### src/rtl/front_pipe_regs_if.sv
// Bundle between the hazard unit / datapath and the front-end pipeline registers.
// The master side drives stage codes and stage inputs; the slave side owns the registers.
interface front_pipe_regs_if #(
    parameter int CTRL_W = 16,
    parameter int CNT_W  = 16
);
    logic [1:0]        PCFlush;
    logic [1:0]        IFIDFlush;
    logic [1:0]        IDEXFlush;
    logic [31:0]       pc_next;
    logic [31:0]       if_instr;
    logic [CTRL_W-1:0] id_ctrl;
    logic [31:0]       id_rs_data;
    logic [31:0]       id_rt_data;
    logic [31:0]       id_imm;

    logic [31:0]       PC;
    logic [31:0]       IFID_PC4;
    logic [31:0]       IFID_Instr;
    logic              IFID_Valid;
    logic [CTRL_W-1:0] IDEX_Ctrl;
    logic [31:0]       IDEX_PC4;
    logic [31:0]       IDEX_RsData;
    logic [31:0]       IDEX_RtData;
    logic [31:0]       IDEX_Imm;
    logic [4:0]        IDEXRs;
    logic [4:0]        IDEXRt;
    logic [4:0]        IDEXRd;
    logic              IDEX_Valid;
    logic [CNT_W-1:0]  stall_cnt;
    logic [CNT_W-1:0]  flush_cnt;

    modport master (
        output PCFlush, IFIDFlush, IDEXFlush,
        output pc_next, if_instr, id_ctrl, id_rs_data, id_rt_data, id_imm,
        input  PC, IFID_PC4, IFID_Instr, IFID_Valid,
        input  IDEX_Ctrl, IDEX_PC4, IDEX_RsData, IDEX_RtData, IDEX_Imm,
        input  IDEXRs, IDEXRt, IDEXRd, IDEX_Valid,
        input  stall_cnt, flush_cnt
    );

    modport slave (
        input  PCFlush, IFIDFlush, IDEXFlush,
        input  pc_next, if_instr, id_ctrl, id_rs_data, id_rt_data, id_imm,
        output PC, IFID_PC4, IFID_Instr, IFID_Valid,
        output IDEX_Ctrl, IDEX_PC4, IDEX_RsData, IDEX_RtData, IDEX_Imm,
        output IDEXRs, IDEXRt, IDEXRd, IDEX_Valid,
        output stall_cnt, flush_cnt
    );
endinterface

### src/rtl/front_pipe_regs.sv
// PC, IF/ID and ID/EX registers of the 5-stage MIPS core, each steered by its own
// load/bubble/hold code from the hazard unit, plus saturating stall/flush counters.
module front_pipe_regs #(
    parameter logic [31:0] RESET_PC = 32'h0040_0000,
    parameter int          CTRL_W   = 16,
    parameter int          CNT_W    = 16
) (
    input logic              clk,
    input logic              reset,
    front_pipe_regs_if.slave bus
);

    typedef enum logic [1:0] {
        ACT_LOAD,
        ACT_BUBBLE,
        ACT_HOLD
    } act_e;

    // Code 11 is illegal; it must squash rather than freeze, so only 10 means hold.
    function automatic act_e decode(input logic [1:0] code);
        act_e act;
        unique case (code)
            2'b00:   act = ACT_LOAD;
            2'b10:   act = ACT_HOLD;
            default: act = ACT_BUBBLE;
        endcase
        return act;
    endfunction

    localparam logic [CNT_W-1:0] CNT_MAX = '1;

    act_e pc_act;
    act_e ifid_act;
    act_e idex_act;
    logic stall_evt;
    logic flush_evt;

    logic [31:0]       pc_q;
    logic [31:0]       ifid_pc4_q;
    logic [31:0]       ifid_instr_q;
    logic              ifid_valid_q;
    logic [CTRL_W-1:0] idex_ctrl_q;
    logic [31:0]       idex_pc4_q;
    logic [31:0]       idex_rs_data_q;
    logic [31:0]       idex_rt_data_q;
    logic [31:0]       idex_imm_q;
    logic [4:0]        idex_rs_q;
    logic [4:0]        idex_rt_q;
    logic [4:0]        idex_rd_q;
    logic              idex_valid_q;
    logic [CNT_W-1:0]  stall_cnt_q;
    logic [CNT_W-1:0]  flush_cnt_q;

    // NOTE: every signal written in always_comb gets a default first, so no path can infer a latch.
    always_comb begin
        pc_act    = ACT_HOLD;
        ifid_act  = ACT_HOLD;
        idex_act  = ACT_HOLD;
        stall_evt = 1'b0;
        flush_evt = 1'b0;

        pc_act    = decode(bus.PCFlush);
        ifid_act  = decode(bus.IFIDFlush);
        idex_act  = decode(bus.IDEXFlush);
        stall_evt = (bus.PCFlush == 2'b10);
        flush_evt = bus.IFIDFlush[0];
    end

    // The PC has no empty state, so a bubble code leaves it where it is.
    // NOTE: sequential state uses non-blocking assignments so all registers sample pre-edge values.
    always_ff @(posedge clk) begin
        if (reset) begin
            pc_q <= RESET_PC;
        end else if (pc_act == ACT_LOAD) begin
            pc_q <= bus.pc_next;
        end
    end

    // A bubble in ID is sll $0,$0,0 with a cleared valid bit.
    always_ff @(posedge clk) begin
        if (reset) begin
            ifid_pc4_q   <= '0;
            ifid_instr_q <= '0;
            ifid_valid_q <= 1'b0;
        end else begin
            unique case (ifid_act)
                ACT_LOAD: begin
                    ifid_pc4_q   <= pc_q + 32'd4;
                    ifid_instr_q <= bus.if_instr;
                    ifid_valid_q <= 1'b1;
                end
                ACT_BUBBLE: begin
                    ifid_pc4_q   <= '0;
                    ifid_instr_q <= '0;
                    ifid_valid_q <= 1'b0;
                end
                default: ;
            endcase
        end
    end

    // A zeroed control bundle in EX cannot write registers, touch memory or branch.
    always_ff @(posedge clk) begin
        if (reset) begin
            idex_ctrl_q    <= '0;
            idex_pc4_q     <= '0;
            idex_rs_data_q <= '0;
            idex_rt_data_q <= '0;
            idex_imm_q     <= '0;
            idex_rs_q      <= '0;
            idex_rt_q      <= '0;
            idex_rd_q      <= '0;
            idex_valid_q   <= 1'b0;
        end else begin
            unique case (idex_act)
                ACT_LOAD: begin
                    idex_ctrl_q    <= bus.id_ctrl;
                    idex_pc4_q     <= ifid_pc4_q;
                    idex_rs_data_q <= bus.id_rs_data;
                    idex_rt_data_q <= bus.id_rt_data;
                    idex_imm_q     <= bus.id_imm;
                    idex_rs_q      <= ifid_instr_q[25:21];
                    idex_rt_q      <= ifid_instr_q[20:16];
                    idex_rd_q      <= ifid_instr_q[15:11];
                    idex_valid_q   <= ifid_valid_q;
                end
                ACT_BUBBLE: begin
                    idex_ctrl_q    <= '0;
                    idex_pc4_q     <= '0;
                    idex_rs_data_q <= '0;
                    idex_rt_data_q <= '0;
                    idex_imm_q     <= '0;
                    idex_rs_q      <= '0;
                    idex_rt_q      <= '0;
                    idex_rd_q      <= '0;
                    idex_valid_q   <= 1'b0;
                end
                default: ;
            endcase
        end
    end

    always_ff @(posedge clk) begin
        if (reset) begin
            stall_cnt_q <= '0;
            flush_cnt_q <= '0;
        end else begin
            if (stall_evt && (stall_cnt_q != CNT_MAX)) begin
                stall_cnt_q <= stall_cnt_q + 1'b1;
            end
            if (flush_evt && (flush_cnt_q != CNT_MAX)) begin
                flush_cnt_q <= flush_cnt_q + 1'b1;
            end
        end
    end

    assign bus.PC          = pc_q;
    assign bus.IFID_PC4    = ifid_pc4_q;
    assign bus.IFID_Instr  = ifid_instr_q;
    assign bus.IFID_Valid  = ifid_valid_q;
    assign bus.IDEX_Ctrl   = idex_ctrl_q;
    assign bus.IDEX_PC4    = idex_pc4_q;
    assign bus.IDEX_RsData = idex_rs_data_q;
    assign bus.IDEX_RtData = idex_rt_data_q;
    assign bus.IDEX_Imm    = idex_imm_q;
    assign bus.IDEXRs      = idex_rs_q;
    assign bus.IDEXRt      = idex_rt_q;
    assign bus.IDEXRd      = idex_rd_q;
    assign bus.IDEX_Valid  = idex_valid_q;
    assign bus.stall_cnt   = stall_cnt_q;
    assign bus.flush_cnt   = flush_cnt_q;

endmodule

### src/flat_wrapper.sv
// flat-port wrapper written by rule: the top's interface ports become plain ports
module front_pipe_regs_flat 
#(
    parameter logic [31:0] RESET_PC = 32'h0040_0000,
    parameter int          CTRL_W   = 16,
    parameter int          CNT_W    = 16
)
  (clk, reset, bus_PCFlush, bus_IFIDFlush, bus_IDEXFlush, bus_pc_next, bus_if_instr, bus_id_ctrl, bus_id_rs_data, bus_id_rt_data, bus_id_imm, bus_PC, bus_IFID_PC4, bus_IFID_Instr, bus_IFID_Valid, bus_IDEX_Ctrl, bus_IDEX_PC4, bus_IDEX_RsData, bus_IDEX_RtData, bus_IDEX_Imm, bus_IDEXRs, bus_IDEXRt, bus_IDEXRd, bus_IDEX_Valid, bus_stall_cnt, bus_flush_cnt);
  front_pipe_regs_if #(.CTRL_W(CTRL_W), .CNT_W(CNT_W)) bus_i ();
  input logic clk;
  input logic reset;
  input wire logic [$bits(bus_i.PCFlush)-1:0] bus_PCFlush;
  input wire logic [$bits(bus_i.IFIDFlush)-1:0] bus_IFIDFlush;
  input wire logic [$bits(bus_i.IDEXFlush)-1:0] bus_IDEXFlush;
  input wire logic [$bits(bus_i.pc_next)-1:0] bus_pc_next;
  input wire logic [$bits(bus_i.if_instr)-1:0] bus_if_instr;
  input wire logic [$bits(bus_i.id_ctrl)-1:0] bus_id_ctrl;
  input wire logic [$bits(bus_i.id_rs_data)-1:0] bus_id_rs_data;
  input wire logic [$bits(bus_i.id_rt_data)-1:0] bus_id_rt_data;
  input wire logic [$bits(bus_i.id_imm)-1:0] bus_id_imm;
  output wire logic [$bits(bus_i.PC)-1:0] bus_PC;
  output wire logic [$bits(bus_i.IFID_PC4)-1:0] bus_IFID_PC4;
  output wire logic [$bits(bus_i.IFID_Instr)-1:0] bus_IFID_Instr;
  output wire logic [$bits(bus_i.IFID_Valid)-1:0] bus_IFID_Valid;
  output wire logic [$bits(bus_i.IDEX_Ctrl)-1:0] bus_IDEX_Ctrl;
  output wire logic [$bits(bus_i.IDEX_PC4)-1:0] bus_IDEX_PC4;
  output wire logic [$bits(bus_i.IDEX_RsData)-1:0] bus_IDEX_RsData;
  output wire logic [$bits(bus_i.IDEX_RtData)-1:0] bus_IDEX_RtData;
  output wire logic [$bits(bus_i.IDEX_Imm)-1:0] bus_IDEX_Imm;
  output wire logic [$bits(bus_i.IDEXRs)-1:0] bus_IDEXRs;
  output wire logic [$bits(bus_i.IDEXRt)-1:0] bus_IDEXRt;
  output wire logic [$bits(bus_i.IDEXRd)-1:0] bus_IDEXRd;
  output wire logic [$bits(bus_i.IDEX_Valid)-1:0] bus_IDEX_Valid;
  output wire logic [$bits(bus_i.stall_cnt)-1:0] bus_stall_cnt;
  output wire logic [$bits(bus_i.flush_cnt)-1:0] bus_flush_cnt;
  assign bus_i.PCFlush = bus_PCFlush;
  assign bus_i.IFIDFlush = bus_IFIDFlush;
  assign bus_i.IDEXFlush = bus_IDEXFlush;
  assign bus_i.pc_next = bus_pc_next;
  assign bus_i.if_instr = bus_if_instr;
  assign bus_i.id_ctrl = bus_id_ctrl;
  assign bus_i.id_rs_data = bus_id_rs_data;
  assign bus_i.id_rt_data = bus_id_rt_data;
  assign bus_i.id_imm = bus_id_imm;
  assign bus_PC = bus_i.PC;
  assign bus_IFID_PC4 = bus_i.IFID_PC4;
  assign bus_IFID_Instr = bus_i.IFID_Instr;
  assign bus_IFID_Valid = bus_i.IFID_Valid;
  assign bus_IDEX_Ctrl = bus_i.IDEX_Ctrl;
  assign bus_IDEX_PC4 = bus_i.IDEX_PC4;
  assign bus_IDEX_RsData = bus_i.IDEX_RsData;
  assign bus_IDEX_RtData = bus_i.IDEX_RtData;
  assign bus_IDEX_Imm = bus_i.IDEX_Imm;
  assign bus_IDEXRs = bus_i.IDEXRs;
  assign bus_IDEXRt = bus_i.IDEXRt;
  assign bus_IDEXRd = bus_i.IDEXRd;
  assign bus_IDEX_Valid = bus_i.IDEX_Valid;
  assign bus_stall_cnt = bus_i.stall_cnt;
  assign bus_flush_cnt = bus_i.flush_cnt;
  front_pipe_regs #(.RESET_PC(RESET_PC), .CTRL_W(CTRL_W), .CNT_W(CNT_W)) u_core (.clk(clk), .reset(reset), .bus(bus_i));
endmodule
### config.mk
export PLATFORM = sky130hd
export DESIGN_NAME = front_pipe_regs_flat
export DESIGN_NICKNAME = d
export VERILOG_FILES = /design/src/rtl/front_pipe_regs_if.sv /design/src/rtl/front_pipe_regs.sv /design/src/flat_wrapper.sv
export SDC_FILE = /design/constraint.sdc
export NUM_CORES = 1
export LEC_CHECK = 0
export ABC_CLOCK_PERIOD_IN_PS = 1800
export BUFFER_PORTS_ARGS = -buffer_cell sky130_fd_sc_hd__buf_2
export CAP_MARGIN = 20
export CORE_AREA = 2 2 183 185
export DETAILED_ROUTE_END_ITERATION = 8
export DIE_AREA = 0 0 185 187
export PLACE_DENSITY_LB_ADDON = 0.25
export SYNTH_ARGS = -nofsm -noshare
export SYNTH_HDL_FRONTEND = slang
export SYNTH_SLANG_ARGS = --single-unit
### constraint.sdc
create_clock -name clk -period 1.8 [get_ports clk]
set_input_delay 0.18 -clock clk [delete_from_list [all_inputs] [get_ports clk]]
set_output_delay 0.18 -clock clk [all_outputs]
set_load 0.01 [all_outputs]
==> flow_summary.yaml <==
placed_design:
  port_buffers: 472
  place_worst_setup_slack_ns: 0.0326
  hpwl_um: 27700
  placed_cell_area_um2: 14500
  place_congestion: 0.869
clock_network:
  cts_sinks: 289
  cts_tree: "yes"
  cts_buffer_depth: 3
  path_clk_slew_ns: 0.06
  insertion_delay_ns: 0.50
  root_buffer: "clkbuf_16"
  cts_buffers: 34
  htreeDepth: 2
timing:
  min_period_ns: 1.74
  setup_violations: 0
  tightest_slew_ns: 0.608
  hold_violations: 0
  clock_skew_ns: 0.0159
  drv_slew: 0
  min_period_over_period_pct: 96.9
  fin_setup_tns_ns: 0
  worst_slack_ns: 0.0559
  slew_headroom_pct: 59.4
  fmax_mhz: 573
  hold_ws_ns: 0.0192
die:
  die_h_um: 187
  dieArea_um2: 34600
  rows: 67
  ios: 473
  start_util_pct: 34.2
  die_w_um: 185
  core-area_um2: 32900
drt:
  vias_per_cell: 4.77
  via_count: 11153
  wire_per_inst_um: 16.9
  drt-total-wl_um: 39500
  detail_route.first_pass.iterations: 5
  final_antenna_net_count: 0
  drc: 0
  drtIter0Drc: 394
global_route:
  grt.overflow.total: 0
  grt_pass1_wl_um: 60300
  grt_pass1_vias: 10826
  grt_max_degree: 61
  antenna_found_initial: 5
  grt_use_total_pct: 21.7
synth:
  ys.flop_type: "dfxtp_1"
  synth_compound_area_share_pct: 6.92
  ys_seq_area_share_pct: 51.5
  synth.ff_latch_count: 289
  avgSynthCellArea_um2: 9.47
  synth_edf_count: 0
  synthSimpleGateAreaFrac_pct: 18.6
  ys_types: 47
  synthMuxAreaShare_pct: 18.5
  synthXorXnorAreaFrac_pct: 1.17
  async_reset_ff_share_pct: 0
  synth_top_family_by_area: "simple AND/OR/NAND/NOR gates"
  ys_warn_count: 0
  syn_inst: 1186
  synth_fa_ha_area_share_pct: 0.334
  syn-cell-area_um2: 11200
  syn-num-nets: 1373
layout:
  fin_nets: 2049
  layout_commonest_cell: "buf_2"
  multiInputGateArea_um2: 5180
  layout-drive-gt1-share_pct: 33.4
  seq_area_um2: 5810
  mostFrequentLayoutCells: "buf_2, dfxtp_1, nor2_1"
  syn_to_final_growth_pct: 55.3
  fin_area_um2: 17400
  fill_cells: 3000
worst_setup_path:
  critical_path.endpoint_type: "flip-flop"
  cp.arrival_ns: 2.18
  critical_path_class: "reg -> reg"
  crit_required_ns: 2.23
  startpoint_type: "flip-flop"
  cp_max_fo: 6
power:
  irDropWorstVdd_uv: 708
  power_density_nw_per_um2: 863
  p_leak_uw: 0.00829
status:
  status: "completed"
run:
  maxCapViolCount: 0
worst_hold_path:
  hold_class: "in -> reg"
==> per-stage QoR <==
| stage | instances | total power (uW) | util (%) |
|---|---|---|---|
| 2_1_floorplan | 1186 | 7510 | - |
| 3_3_place_gp | 2096 | 8140 | 44.2 |
| 3_5_place_dp | 2096 | 8160 | 44.2 |
| 4_1_cts | 2329 | 15200 | 52.9 |
| 5_1_grt | 2336 | 15600 | 53.1 |
| 6_report | 2336 | 15100 | 53.1 |
==> flip-flops by register name, indices dropped and copies added (netlist names) <==
register,flops
u_core.bus.IDEX_RsData,32
u_core.bus.IFID_Valid,1
u_core.bus.IDEXRs,5
u_core.bus.IDEX_PC4,32
u_core.bus.IDEXRd,5
u_core.bus.IDEX_Imm,32
u_core.bus.IDEXRt,5
u_core.bus.IDEX_Ctrl,16
u_core.bus.stall_cnt,16
u_core.bus.IDEX_Valid,1
u_core.bus.flush_cnt,16
u_core.bus.IFID_PC4,32
u_core.bus.PC,32
u_core.bus.IFID_Instr,32
u_core.bus.IDEX_RtData,32
==> worst paths after layout <==
path	start	to	slack, ns	depth (start not counted)
worst min-delay path	bus_IFIDFlush[1]	u_core.bus.IFID_Valid	0.02	3
worst min register to register	u_core.bus.IFID_PC4[4]	u_core.bus.IFID_PC4[4]	0.47	2
worst max-delay path	u_core.bus.PC[3]	u_core.bus.IFID_PC4[26]	0.06	5
worst max register to register	u_core.bus.PC[3]	u_core.bus.IFID_PC4[26]	0.06	5
==> report_power, final <==
group | switching, uW | total (uW) | internal, uW
combinational | 792 | 1640 | 853
sequential | 127 | 6700 | 6580
clock | 2630 | 6710 | 4080
==> critical path, cell delays in order (launching register included) <==
cell,delay (ns)
dfxtp_4,0.37
ha_4,0.16
nand3_4,0.10
or3_4,0.38
or4_1,0.49
a31oi_1,0.16
==> kinds of logic (layout without fill, tap and decap cells) <==
| group | after synthesis | in the layout |
|---|---|---|
| AO/OA/AOI/OAI | 134 | 134 |
| multiplexers | 206 | 206 |
| adder cells (fa/ha/maj) | 3 | 3 |
| buffers and inverters | 86 | 782 |
| XOR/XNOR | 15 | 15 |
| AND/OR/NAND/NOR | 453 | 454 |
| other | 0 | 5 |
| flip-flops | 289 | 289 |
==> repair_timing <==
item / CTS / global route
setup buffers: 0 / 1
hold buffers: 176 / 0
endpoints found under the hold margin: 176 / 0
gates resized for setup: 0 / 10
setup endpoints to repair: 0 / 9
==> layer usage <==
metal  global-route usage [%]  share of wire, %  up-vias
li1                         -                 -     5480
met1                     25.0                40     5201
met2                     37.3                48      379
met3                     6.21               7.5       93
met4                     9.65               4.2        0
met5                        0                 0        -
==> final cells by class <==
| type | instances | share of cell area, % |
|---|---|---|
| Multi-Input combinational cell | 812 | 29.7 |
| Timing Repair Buffer | 718 | 27.3 |
| Clock inverter | 6 | 0.351 |
| Clock buffer | 51 | 5.89 |
| Sequential cell | 289 | 33.3 |
| Inverter | 7 | 0.151 |
| Antenna cell | 5 | 0.0717 |
| Tap cell | 448 | 3.21 |
==> Yosys cell counts (all sizes together) (2+ instances only) <==
| master | instances | area, um2 |
|---|---|---|
| o21ai | 36 | 180 |
| nand4 | 20 | 131 |
| a311oi | 7 | 61.3 |
| xor2 | 6 | 52.6 |
| a41oi | 3 | 26.3 |
| clkbuf | 61 | 230 |
| nor2 | 222 | 833 |
| a21oi | 59 | 295 |
| or4 | 9 | 67.6 |
| and4b | 2 | 20.0 |
| or3 | 15 | 98.8 |
| and4 | 12 | 105 |
| dfxtp | 289 | 5790 |
| nor2b | 13 | 81.3 |
| a211oi | 7 | 52.6 |
| nand3b | 2 | 15.0 |
| nor4 | 13 | 81.3 |
| a31oi | 9 | 56.3 |
| mux2 | 9 | 101 |
| xnor2 | 9 | 78.8 |
| buf | 18 | 80.1 |
| mux2i | 197 | 1970 |
| nor3 | 16 | 85.1 |
| ha | 3 | 37.5 |
| or2 | 5 | 31.3 |
| nand2b | 6 | 37.5 |
| o31ai | 7 | 52.6 |
| nand3 | 20 | 105 |
| inv | 7 | 26.3 |
| and3 | 9 | 56.3 |
| nand2 | 86 | 323 |
Power figures use the tool's default switching activity.
